===== src/rtl/demux_dispatch_ctrl.sv =====
// demux_dispatch_ctrl: sequencing controller for a 1-to-8 demux datapath.
// Takes one valid/ready word stream and places each word in a one-entry
// output register. The destination is either round-robin in bursts over the
// enabled channels (mode 0) or the per-word in_dest (mode 1). The word is
// held until the selected channel accepts it.
module demux_dispatch_ctrl #(
  parameter int W     = 8,
  parameter int BURST = 4
) (
  input  logic         clk,
  input  logic         rst,
  input  logic [W-1:0] in_data,
  input  logic         in_valid,
  output logic         in_ready,
  input  logic         mode,
  input  logic [2:0]   in_dest,
  input  logic [7:0]   en_mask,
  output logic [W-1:0] out_data,
  output logic [7:0]   out_valid,
  input  logic [7:0]   out_ready,
  output logic [2:0]   sel,
  output logic         busy,
  output logic         drop
);

  typedef enum logic {EMPTY = 1'b0, HOLD = 1'b1} state_t;

  state_t       state, state_nxt;
  logic [3:0]   burst_cnt, burst_nxt, cnt_eff;
  logic [2:0]   last_rr, last_rr_nxt;
  logic         prev_mode, mode_chg;
  logic         full, fire, accept, keep, rr_keep;
  logic [2:0]   dest, rr_pick, sel_nxt;
  logic [W-1:0] data_nxt;
  logic         drop_nxt;

  assign full      = (state == HOLD);
  assign busy      = full;
  assign fire      = full & out_ready[sel];
  assign out_valid = full ? (8'd1 << sel) : 8'd0;

  // Round-robin needs at least one enabled channel before it can take a word.
  assign in_ready  = (~full | fire) & (mode | (en_mask != 8'd0));
  assign accept    = in_valid & in_ready;

  // A mode change looks like a fresh start to the burst counter. It applies
  // to an accept in the same cycle, because prev_mode still holds the old mode.
  assign mode_chg  = (mode != prev_mode);
  assign cnt_eff   = mode_chg ? 4'd0 : burst_cnt;

  // Stay on the current channel only while a burst is in progress and has
  // room left. A count of 0 means no burst is open, which is the case after
  // reset and after a mode change. With BURST=16 the 4-bit count wraps to 0
  // after the 16th word, and that wrap closes the burst.
  assign rr_keep   = (cnt_eff != 4'd0) && ({1'b0, cnt_eff} < 5'(BURST))
                     && en_mask[last_rr];

  assign keep      = mode ? en_mask[in_dest] : 1'b1;
  assign dest      = mode ? in_dest : (rr_keep ? last_rr : rr_pick);

  // First enabled channel after last_rr, with wrap. The scan runs from the far
  // end back toward the near end, so the nearest hit is written last. The
  // offset-8 slot is last_rr itself.
  always_comb begin
    rr_pick = last_rr;
    for (int i = 8; i >= 1; i--) begin
      if (en_mask[last_rr + 3'(i)])
        rr_pick = last_rr + 3'(i);
    end
  end

  // Next-state and register update. An accept that keeps its word takes
  // priority over the drain, so fire and accept together give no bubble.
  always_comb begin
    state_nxt   = state;
    sel_nxt     = sel;
    data_nxt    = out_data;
    burst_nxt   = cnt_eff;
    last_rr_nxt = last_rr;
    drop_nxt    = 1'b0;
    if (fire)
      state_nxt = EMPTY;
    if (accept) begin
      if (!mode) begin
        if (rr_keep) begin
          burst_nxt = cnt_eff + 4'd1;
        end else begin
          burst_nxt   = 4'd1;
          last_rr_nxt = rr_pick;
        end
      end
      if (keep) begin
        state_nxt = HOLD;
        sel_nxt   = dest;
        data_nxt  = in_data;
      end else begin
        drop_nxt = 1'b1;
      end
    end
  end

  // State and datapath registers. Reset discards any held word.
  always_ff @(posedge clk) begin
    if (rst) begin
      state     <= EMPTY;
      out_data  <= '0;
      sel       <= 3'd0;
      burst_cnt <= 4'd0;
      last_rr   <= 3'd7;
      prev_mode <= 1'b0;
      drop      <= 1'b0;
    end else begin
      state     <= state_nxt;
      out_data  <= data_nxt;
      sel       <= sel_nxt;
      burst_cnt <= burst_nxt;
      last_rr   <= last_rr_nxt;
      prev_mode <= mode;
      drop      <= drop_nxt;
    end
  end

endmodule


===== config.mk =====
export PLATFORM = sky130hd
export DESIGN_NAME = demux_dispatch_ctrl
export DESIGN_NICKNAME = d
export VERILOG_FILES = /design/src/rtl/demux_dispatch_ctrl.sv
export SDC_FILE = /design/constraint.sdc
export NUM_CORES = 1
export LEC_CHECK = 0
export BUFFER_PORTS_ARGS = -buffer_cell sky130_fd_sc_hd__buf_4
export CAP_MARGIN = 40
export CORE_MARGIN = 5
export CORE_UTILIZATION = 52
export DETAILED_ROUTE_END_ITERATION = 8
export GPL_ROUTABILITY_DRIVEN = 0
export GPL_TIMING_DRIVEN = 1
export HOLD_SLACK_MARGIN = 0.12
export MAX_ROUTING_LAYER = met4
export PLACE_DENSITY_LB_ADDON = 0.15
export SYNTH_ARGS = -nofsm -noshare
export SYNTH_HDL_FRONTEND = slang
export SYNTH_SLANG_ARGS = --single-unit
export TNS_END_PERCENT = 100

===== constraint.sdc =====
create_clock -name clk -period 3.9 [get_ports clk]
set_input_delay 0.39 -clock clk [delete_from_list [all_inputs] [get_ports clk]]
set_output_delay 0.39 -clock clk [all_outputs]
set_load 0.02 [all_outputs]

==> impl_results.md, run 1 <==
- CTS root buffer: clkbuf_4
- Met1 Resource Use GR: between 20% and 30%
- Post-synthesis cell type count: 55
- Mapped Area: 1860 um^2
- Area of the multi-input gates: 1340 um^2
- Tcrit/Tclk final: 77.6%
- Synth area leader: dfxtp_1
- Worst-skew pair later-pin latency: about 310 ps
- First drt pass iteration count: 4
- Sequential Area: ~420 um^2
- Final #Nets: 296
- Most frequently used flop master after synthesis: dfxtp_1
- Max Root-Sink Buffers: 2
- FP Rows: 21
- Wirelength per Cell: 15.8 um
- First-pass GRT wire length: between 7000 and 8000 um
- Layout cells sized above 1: 31.5%
- Synthesized flop and latch total: 21
- R2R setup slack: 870 ps
- Worst-path clk slew: approximately 110 ps
- Antenna Violating Nets Remaining: 0
- Global-route track usage on met3: 5.94%
- Syn Area/Cell: 8.78 um^2
- Final wirelength: between 4000 and 5000 um
- Slowest cell on crit path: ha_1
- DR iter-0 viols: 95
- Core area: 3390 um^2
- Worst min-delay path category: in2reg
- Top Ports: 53
- Area contributors post-synth: dfxtp_1, mux4_2, mux2i_1, nor2_1, nand2_1
- Slew Viols, Final: 0
- GRT busiest layer: met2
- Syn Nets: 247
- Fillers: between 200 and 300
- Number of H-tree levels: 1
- Detailed Place HPWL: about 3800 um
- F_max: 330 MHz
- Setup crit end kind: flop
- Post-CTS resize count: 0
- Critical Path RT: 4100 ps
- Die area: 4880 um^2
- Setup TNS: 0 ps
- Cell chain of the critical path: inv_1 -> ha_1 -> mux2_1 -> a221o_1 -> a32o_1 -> a221oi_1 -> o221ai_1 -> a2111oi_0 -> nor2_1
- CP delay by family, top: compound AO/OA/AOI/OAI gates
- Final setup skew: 6.13 ps
- Crit path DAT: roughly 3200 ps
- RSZ-0062 raised after global routing: false
- Vias in the first global route: roughly 1700
- Number of flops mapped to enable cells by yosys: 0
- # Max-Cap Violations: 0
- Slew HR: 33.8%
- Yosys top cell area share: between 20% and 30%
- Global routing usage on met2: 31.2%
- Post-CTS setup buffers: 0
- Sink Count: 21
- Layout area overhead: 23.9%
- GRT Total Usage: about a fifth
- Status: finished, final reports clean
- Final hold violation count: 0
- Die Span Y: between 60 and 70 um
- Buffers plus inverters on the worst setup path: 1
- Max VDD drop: 0.206 mV
- Setup CP Type: reg2reg
- CP max FO: 10
- CTS tree: built
- Crit path largest cell delay: 530 ps
- DRC viols: 0
- Post-Syn Instances: 212
- Diode count: 0
- Critical path startpoint category: flop
- CTS buffer count: 3
- Cts hold-fix bufs: 0
- Initial Util: 54.9%
- Largest net degree at the start of global routing: 23
- Vias per Instance: approximately 6
- Via count: roughly 1800
- Final setup fails: 0
- I/O Buffers: 52
- Seq/Total Area, Yosys: 22.6%
- Yosys Warn Count: 0
- Power per Cell Area: 447 nW/um^2
- Leak pwr: 1.01 nW
- Initial antenna violation count: 0
- Fin crit period: between 3000 and 4000 ps
- Die Wd: 69.8 um
- Share of synthesized registers carrying an async set or reset: 0%
- Final Core Density: 68.0%
- Total gr overflow: 0
- Actual slew at the worst max-slew pin: 979 ps
## cells in the mapped netlist, types with 3 or more instances
| master | n |
|---|---|
| nor4_1 | 3 |
| a311oi_1 | 3 |
| inv_1 | 10 |
| nand2b_1 | 7 |
| xnor2_1 | 4 |
| nor3_1 | 8 |
| ha_1 | 4 |
| nand2_1 | 17 |
| nand3_1 | 4 |
| mux4_2 | 12 |
| a221oi_1 | 3 |
| clkbuf_1 | 5 |
| mux2_2 | 5 |
| mux2i_1 | 17 |
| a21oi_1 | 11 |
| dfxtp_1 | 21 |
| nor2_1 | 29 |
| buf_2 | 4 |
## cell usage in the layout, fill, tap and decap left out, drive strengths merged, types with 2 or more instances in the layout
master,netlist,routed
a2111oi,2,2
nand2b,7,7
nor4,3,3
mux4,12,12
ha,4,4
inv,10,10
nand3,4,4
mux2i,17,17
a31oi,2,2
o21ai,2,2
buf,7,56
a211oi,2,2
mux2,7,7
a32o,2,2
o221ai,2,2
xnor2,4,4
clkbuf,5,3
a221oi,3,3
dfxtp,21,21
nand2,17,17
a21oi,11,11
xor2,2,2
nor2,29,29
and3,2,2
o211ai,2,2
and2,2,2
nor3,8,8
a311oi,4,4
## per-stage QoR
stage | std cells | total power, mW | area, um^2 | hold slack [ps] | setup slack [ps]
finish | 306 | 1.03 | 2310 | 309 | 873
global route | 306 | 1.10 | 2310 | 307 | 679
CTS | 306 | 1.03 | 2310 | 303 | 912
detailed placement | 302 | 0.924 | 2280 | 493 | 947
global placement | 301 | 0.913 | 2270 | 478 | 995
floorplan | 212 | 0.778 | 1860 | 486 | 816
## kinds of logic after synthesis
family | Yosys count | share of synthesized area (%)
fa+ha+maj | 4 | 2.69
buf+inv | 22 | 5.31
compound gates | 45 | 18.9
mux | 36 | 28.1
flops | 21 | 22.6
simple gates | 78 | 19.6
xor+xnor | 6 | 2.82
## power by group
group	switching [mW]	total (mW)	internal, mW
Combinational	0.352	0.665	0.313
Sequential	0.0264	0.262	0.236
Clock	0.0652	0.104	0.0384
## metal layers
metal | share of wire [%] | up-vias
met4 | 1.3 | 0
li1 | - | 898
met1 | 42 | 840
met3 | 11 | 9
met5 | 0 | -
met2 | 45 | 87
## path summary, 6_finish.rpt
path,cells after the start,startpoint,end
hold reg to reg,2,out_data[4]$_SDFFE_PP0P_,out_data[4]$_SDFFE_PP0P_
hold / removal,3,in_data[2],out_data[2]$_SDFFE_PP0P_
setup / recovery,9,last_rr[1]$_SDFFE_PP1P_,last_rr[2]$_SDFFE_PP1P_
setup reg to reg,9,last_rr[1]$_SDFFE_PP1P_,last_rr[2]$_SDFFE_PP1P_
## area by class of cell
class / count / share of cell area (%)
Clock buffer: 3 / 0.977
Clock inverter: 1 / 0.217
Inverter: 10 / 1.63
Multi-Input combinational cell: 169 / 58.2
Sequential cell: 21 / 18.2
Tap cell: 46 / 2.50
Timing Repair Buffer: 56 / 18.2
## state kept, by name, summed over array words and instances (netlist names)
| name | flops |
|---|---|
| burst_cnt | 4 |
| drop | 1 |
| prev_mode | 1 |
| busy | 1 |
| sel | 3 |
| out_data | 8 |
| last_rr | 3 |
## worst reg2reg max path, stage by stage, from the launching register on
cell	delay, ps
dfxtp_1	350
inv_1	100
ha_1	530
mux2_1	380
a221o_1	360
a32o_1	230
a221oi_1	270
o221ai_1	230
a2111oi_0	400
nor2_1	70
Note: power is estimated with default switching activity, not from simulation.
==> run 2, diff against run 1 <==
--- a/config.mk
+++ b/config.mk
@@ -5,6 +5,7 @@
 export SDC_FILE = /design/constraint.sdc
 export NUM_CORES = 1
 export LEC_CHECK = 0
+export ABC_AREA = 1
 export BUFFER_PORTS_ARGS = -buffer_cell sky130_fd_sc_hd__buf_4
 export CAP_MARGIN = 40
 export CORE_MARGIN = 5
==> constraint.sdc (replaced) <==
create_clock -name clk -period 2.8 [get_ports clk]
set_input_delay 0.28 -clock clk [delete_from_list [all_inputs] [get_ports clk]]
set_output_delay 0.28 -clock clk [all_outputs]
set_load 0.02 [all_outputs]
==> run 2 against run 1 <==
Effect of this change: critical path depth increased by 8; setup slack worse by 430 ps; power grew 17%; clock-buffer cell count stayed put; clock skew decreased by 4.2 ps; combinational power up 5.4%; cell count grew 26%; area after synthesis decreased by 6.7%; via count increased by 6.4%; cell area decreased by 5.9%; die area is 5.8% lower; largest cell class unchanged.
==> impl_results.md, run 2 <==
- Status: finished, final reports clean
- Slew HR: 71.5%
- Number of flops mapped to enable cells by yosys: 0
- Reg2Reg Depth: 17
- Max VDD drop: between 0.3 and 0.4 mV
- Final #Nets: 375
- Initial Util: a little over half
- RR Endpoint: sel[0]$_SDFFE_PP0P_
- Setup crit end kind: flop
- CTS root buffer: clkbuf_4
- First-pass GRT wire length: 7210 um
- Setup CP Type: reg2reg
- Most instantiated cells after synthesis: nand2_1, nor2_1, nand3_1
- Final wirelength: approximately 4500 um
- Syn Nets: 324
- Cts hold-fix bufs: 0
- I/O Buffers: 52
- R2R setup slack: 450 ps
- Slew Viols, Final: 0
- Post-CTS resize count: 0
- Critical Path RT: 3040 ps
- # Max-Cap Violations: 0
- Diode count: 0
- Worst min-delay path category: in2reg
- Max Root-Sink Buffers: 2
- Power per Cell Area: 556 nW/um^2
- Initial antenna violation count: 0
- Post-synthesis cell type count: 37
- Most frequent cell after synthesis: nand2_1
- FP Rows: 21
- Worst-skew pair later-pin latency: 300 ps
- DR iter-0 viols: 176
- Layout area overhead: 24.9%
- Total gr overflow: 0
- Largest registers: out_data: 8 flops, burst_cnt: 4 flops
- Fillers: 325
- Sequential Area: roughly 420 um^2
- Layout Cells excl Fill: 385
- Max reg flops: 8
- Actual slew at the worst max-slew pin: 427 ps
- F_max: between 400 and 500 MHz
- Area contributors post-synth: dfxtp_1, nand2_1, nand3_1, nor2_1, inv_1
- Hold WS: 165 ps
- Seq/Total Area, Yosys: 24.2%
- Final setup fails: 0
- Die Wd: 67.8 um
- Yosys top cell area share: between 20 and 25%
- Area of the multi-input gates: 1120 um^2
- Via count: slightly below 2000
- Layout cells sized above 1: 26.5%
- Post-CTS setup buffers: 0
- Antenna Violating Nets Remaining: 0
- Post-Syn Instances: ~290
- Final setup skew: approximately 1.9 ps
- DRC viols: 0
- Critical path startpoint category: flop
- RSZ-0062 raised after global routing: false
- Reg2reg start: last_rr[0]$_SDFFE_PP1P_
- Syn Area/Cell: 6.01 um^2
- Most frequently used flop master after synthesis: dfxtp_1
- Final Core Density: 66.1%
- Largest reg by FF count: out_data
- Top Ports: 53
- Synth area leader: dfxtp_1
- Crit path to: sel[0]$_SDFFE_PP0P_
- Yosys Warn Count: 0
- CTS buffer count: 3
- Number of H-tree levels: 1
- Vias per Instance: 5.07
- Crit path DAT: 2600 ps
- Sink Count: 21
- Placed Cells: around 380
- CTS tree: built
- Worst-path clk slew: 110 ps
- Share of synthesized registers carrying an async set or reset: 0%
- First drt pass iteration count: 4
- Wirelength per Cell: 11.6 um
- Largest net degree at the start of global routing: 17
- Vias in the first global route: 1698
- Most frequent cells in the layout: nand2_1, buf_4, nor2_1
- Most common cell after layout, fill and taps aside: nand2_1
- Core area: 3280 um^2
- Fin crit period: 2350 ps
- Die area: 4600 um^2
- CP max FO: 12
- Setup TNS: 0 ps
- Die Span Y: just under 70 um
- Tcrit/Tclk final: 84.1%
- Detailed Place HPWL: 3700 um
- Mapped Area: 1740 um^2
- Final hold violation count: 0
- CP startpoint: last_rr[0]$_SDFFE_PP1P_
- Synthesized flop and latch total: 21
- GRT Total Usage: 20.5%
- Leak pwr: 1.14 nW
[run 2: cell count changes after synthesis, moves of 6 or more]
cell      before  now
inv_1         10   24
inv_2          0   11
mux2i_1       17    0
mux4_2        12    0
nand2_1       17   80
nand2b_1       7    0
nand3_1        4   38
nor2_1        29   40
nor3_1         8    2
o21ai_0        1    8
o21ai_1        1    9
[run 2: worst min-delay path by stage]
stage / from / end / cells after the start
final: rst / busy$_SDFF_PP0_ / 2
after global routing: rst / busy$_SDFF_PP0_ / 2
after CTS: rst / busy$_SDFF_PP0_ / 2
after detailed placement: burst_cnt[3]$_SDFF_PP0_ / burst_cnt[3]$_SDFF_PP0_ / 2
after global placement: burst_cnt[3]$_SDFF_PP0_ / burst_cnt[3]$_SDFF_PP0_ / 2
after floorplan: rst / busy$_SDFF_PP0_ / 1
[run 2: layout make-up]
class / instances / share of cell area, %
tap: 46 / 2.65
inverter: 38 / 6.81
sequential: 21 / 19.4
multi-input combinational: 223 / 51.6
clock buffer: 3 / 1.04
timing repair buffer: 53 / 18.3
clock inverter: 1 / 0.231
[run 2: metrics by stage]
stage                     setup slack, ps  area, um^2  total power, mW
after global placement                565        2140             1.06
after detailed placement              475        2140             1.06
after floorplan                       930        1740            0.890
final                                 446        2170             1.21
after CTS                             442        2170             1.21
after global routing                  170        2170             1.32
[run 2: logic make-up after synthesis]
| kind of cell | Yosys count | share of synthesized area (%) |
|---|---|---|
| fa+ha+maj | 4 | 2.88 |
| compound gates | 44 | 16.0 |
| simple gates | 173 | 44.1 |
| buf+inv | 45 | 11.4 |
| xor+xnor | 2 | 1.44 |
| flops | 21 | 24.2 |
[run 2: routing by layer]
layer  vias to the layer above  wire length [um]  GRT usage, %  share of wire (%)
li1                       1028                 -             -                  -
met1                       865              2030          26.4                 45
met2                        54              2140          34.9                 48
met3                         4               253          1.50                5.7
met4                         0                38          4.71               0.85
met5                         -                 0             -                  0
[run 2: worst max-delay path, cell delays in order, from the launching register on]
cell and delay, ps:
dfxtp_1 550, inv_2 150, ha_1 400, inv_2 150, nand3_1 110, nand3_1 150
nand2_1 90, nand2_1 70, nand2_1 50, nand2_1 50, nand2_1 40, nand2_1 50
nand2_1 60, nand2_1 60, nand2_1 60, nand2_2 80, nand2_1 60, a21oi_2 100
[run 2: power breakdown]
group          switching, mW  total [mW]  internal [mW]
Clock                 0.0895       0.143         0.0532
Combinational          0.442       0.701          0.259
Sequential            0.0323       0.362          0.330
Total                  0.564        1.21          0.642
==> run 3, diff against run 2 <==
==> constraint.sdc (replaced) <==
create_clock -name clk -period 2.4 [get_ports clk]
set_input_delay 0.24 -clock clk [delete_from_list [all_inputs] [get_ports clk]]
set_output_delay 0.24 -clock clk [all_outputs]
set_load 0.02 [all_outputs]
==> run 3 against run 2 <==
Effect of this change: first-iteration DRC count increased by 16%; non-clock buffer count increased by 3; clock-buffer cell count increased by 1; fmax increased by 14%; worst hold slack got worse by 11 ps; clock skew about the same; power increased by 18%; sequential power increased by 16%; highest routed layer unchanged.
==> impl_results.md, run 3 (synthesis results as in run 2) <==
- Status: finished, final reports clean
- F_max: slightly below 500 MHz
- Max Root-Sink Buffers: 2
- R2R setup slack: 330 ps
- FP Rows: 21
- Diode count: 0
- # Max-Cap Violations: 0
- Total gr overflow: 0
- RR Endpoint: last_rr[1]$_SDFFE_PP1P_
- Via count: 1965
- Worst-skew pair later-pin latency: 300 ps
- Initial Util: 52.9%
- Placed Cells: 383
- Final setup fails: 0
- Largest reg by FF count: out_data
- Post-CTS setup buffers: 0
- Vias per Instance: 5.06
- Most common cell after layout, fill and taps aside: nand2_1
- Cell chain of the critical path: inv_2 -> ha_1 -> inv_2 -> nand3_1 -> nand3_1 -> nand2_1 -> nand2_1 -> nand3_1 -> nand2_1 -> nand2_1 -> nand2_1 -> nand2_1 -> nand2_1 -> nand2_2 -> o22ai_1 -> inv_1
- CP delay by family, top: simple AND/OR/NAND/NOR gates
- Clock group share of total power: between 10% and 20%
- Antenna Violating Nets Remaining: 0
- Layout cells sized above 1: between 20% and 30%
- Layout area overhead: 26.3%
- Die Wd: 67.8 um
- Sw power: 0.659 mW
- Reg2Reg Depth: 16
- Hold_sp: in_data[4]
- Fin crit period: slightly above 2000 ps
- Number of H-tree levels: 1
- Tcrit/Tclk final: a little under nine tenths
- Worst path most repeated cell: nand2_1
- Dpl ws: 339 ps
- Final #Nets: 378
- Pint: 0.760 mW
- Largest registers: out_data: 8 flops, burst_cnt: 4 flops
- DRC viols: 0
- RSZ-0062 raised after global routing: false
- Cts hold-fix bufs: 0
- Reg2reg start: last_rr[0]$_SDFFE_PP1P_
- Max reg flops: 8
- Final wirelength: 4640 um
- Actual slew at the worst max-slew pin: ~440 ps
- Die area: about 4600 um^2
- CP Depth: 16
- Vias in the first global route: roughly 1800
- GRT Total Usage: 21.6%
- Power per Cell Area: between 600 and 700 nW/um^2
- DR iter-0 viols: between 200 and 250
- CTS tree: built
- Placed inst area: 2160 um^2
- Final setup skew: 1.93 ps
- Leak pwr: 1.15 nW
- Post-CTS resize count: 0
- Largest net degree at the start of global routing: 17
- Sink Count: 21
- Sw frac: 46.4%
- Worst-path clk slew: 110 ps
- Finished Cell Area: 2190 um^2
- Slowest cell on crit path: ha_1
- CP startpoint: last_rr[0]$_SDFFE_PP1P_
- Crit path largest cell delay: 380 ps
- CTS root buffer: clkbuf_4
- Max VDD drop: 0.455 mV
- Final hold violation count: 0
- Crit path to: last_rr[1]$_SDFFE_PP1P_
- Most frequent cells in the layout: nand2_1, buf_4, nor2_1
- Critical path startpoint category: flop
- Worst min-delay path category: in2reg
- Die Span Y: ~68 um
- I/O Buffers: 52
- Critical Path RT: 2600 ps
- Layout Cells excl Fill: 388
- Crit path DAT: ~2300 ps
- Setup CP Type: reg2reg
- Post-route setup slack: 327 ps
- Slew HR: between 70% and 80%
- Top Ports: 53
- First-pass GRT wire length: 7530 um
- Buffers plus inverters on the worst setup path: 3
- Wirelength per Cell: 12.0 um
- CTS buffer count: 3
- Sequential Power Share: 29.6%
- First drt pass iteration count: 4
- Setup TNS: 0 ps
- CP max FO: 10
- Initial antenna violation count: 0
- Detailed Place HPWL: 3780 um
- Setup crit end kind: flop
- Slew Viols, Final: 0
- Core area: 3280 um^2
- Combinational power share: 58.5%
==> run 3: cell count changes in the layout (fill, tap and decap cells not counted), sizes merged <==
cell         previous run  this run
clkbuf                  3         4
clkinv                  2         1
buf                    53        55
dlygate4sd3             0         1
==> run 3: worst reg2reg max path: stages (launching register included) <==
cell and delay, ps:
dfxtp_1 360, inv_2 90, ha_1 390, inv_2 150
nand3_1 130, nand3_1 150, nand2_1 90, nand2_1 70
nand3_1 70, nand2_1 60, nand2_1 40, nand2_1 50
nand2_1 50, nand2_1 70, nand2_2 50, o22ai_1 110
inv_1 60
==> run 3: how the worst min path moves through the flow <==
stage / end / cells after the start
6_report: out_data[4]$_SDFFE_PP0P_ / 3
5_1_grt: out_data[5]$_SDFFE_PP0P_ / 3
4_1_cts: prev_mode$_SDFF_PP0_ / 2
3_5_place_dp: busy$_SDFF_PP0_ / 2
3_3_place_gp: busy$_SDFF_PP0_ / 2
2_1_floorplan: busy$_SDFF_PP0_ / 1
==> run 3: stage by stage <==
step	hold WS, ps	utilization, %	power, mW
global placement	449	65.7	1.24
floorplan	312	-	1.04
finish	154	66.8	1.42
detailed placement	449	65.7	1.25
CTS	120	66.5	1.42
global route	149	66.8	1.55
==> run 3: layer usage <==
| layer | vias to the layer above | part of all wire, % | global-route usage (%) |
|---|---|---|---|
| met1 | 861 | 42 | 26.9 |
| met5 | - | 0 | - |
| li1 | 1037 | - | - |
| met2 | 63 | 51 | 38.3 |
| met4 | 0 | 0.71 | 4.22 |
| met3 | 4 | 6.2 | 1.83 |
==> run 3: layout make-up <==
cell class | count | area, um^2
Multi-Input combinational cell | 223 | 1120
Fill cell | 318 | 1090
Timing Repair Buffer | 56 | 423
Sequential cell | 21 | 420
Inverter | 38 | 148
Tap cell | 46 | 57.6
Clock buffer | 4 | 26.3
==> run 3: power groups by stage <==
stage	Combinational [mW]	Clock [mW]	Sequential, mW
after floorplan	0.589	0	0.449
after global placement	0.818	0	0.426
after detailed placement	0.826	0	0.427
after CTS	0.828	0.170	0.419
after global routing	0.942	0.188	0.425
final	0.830	0.169	0.420
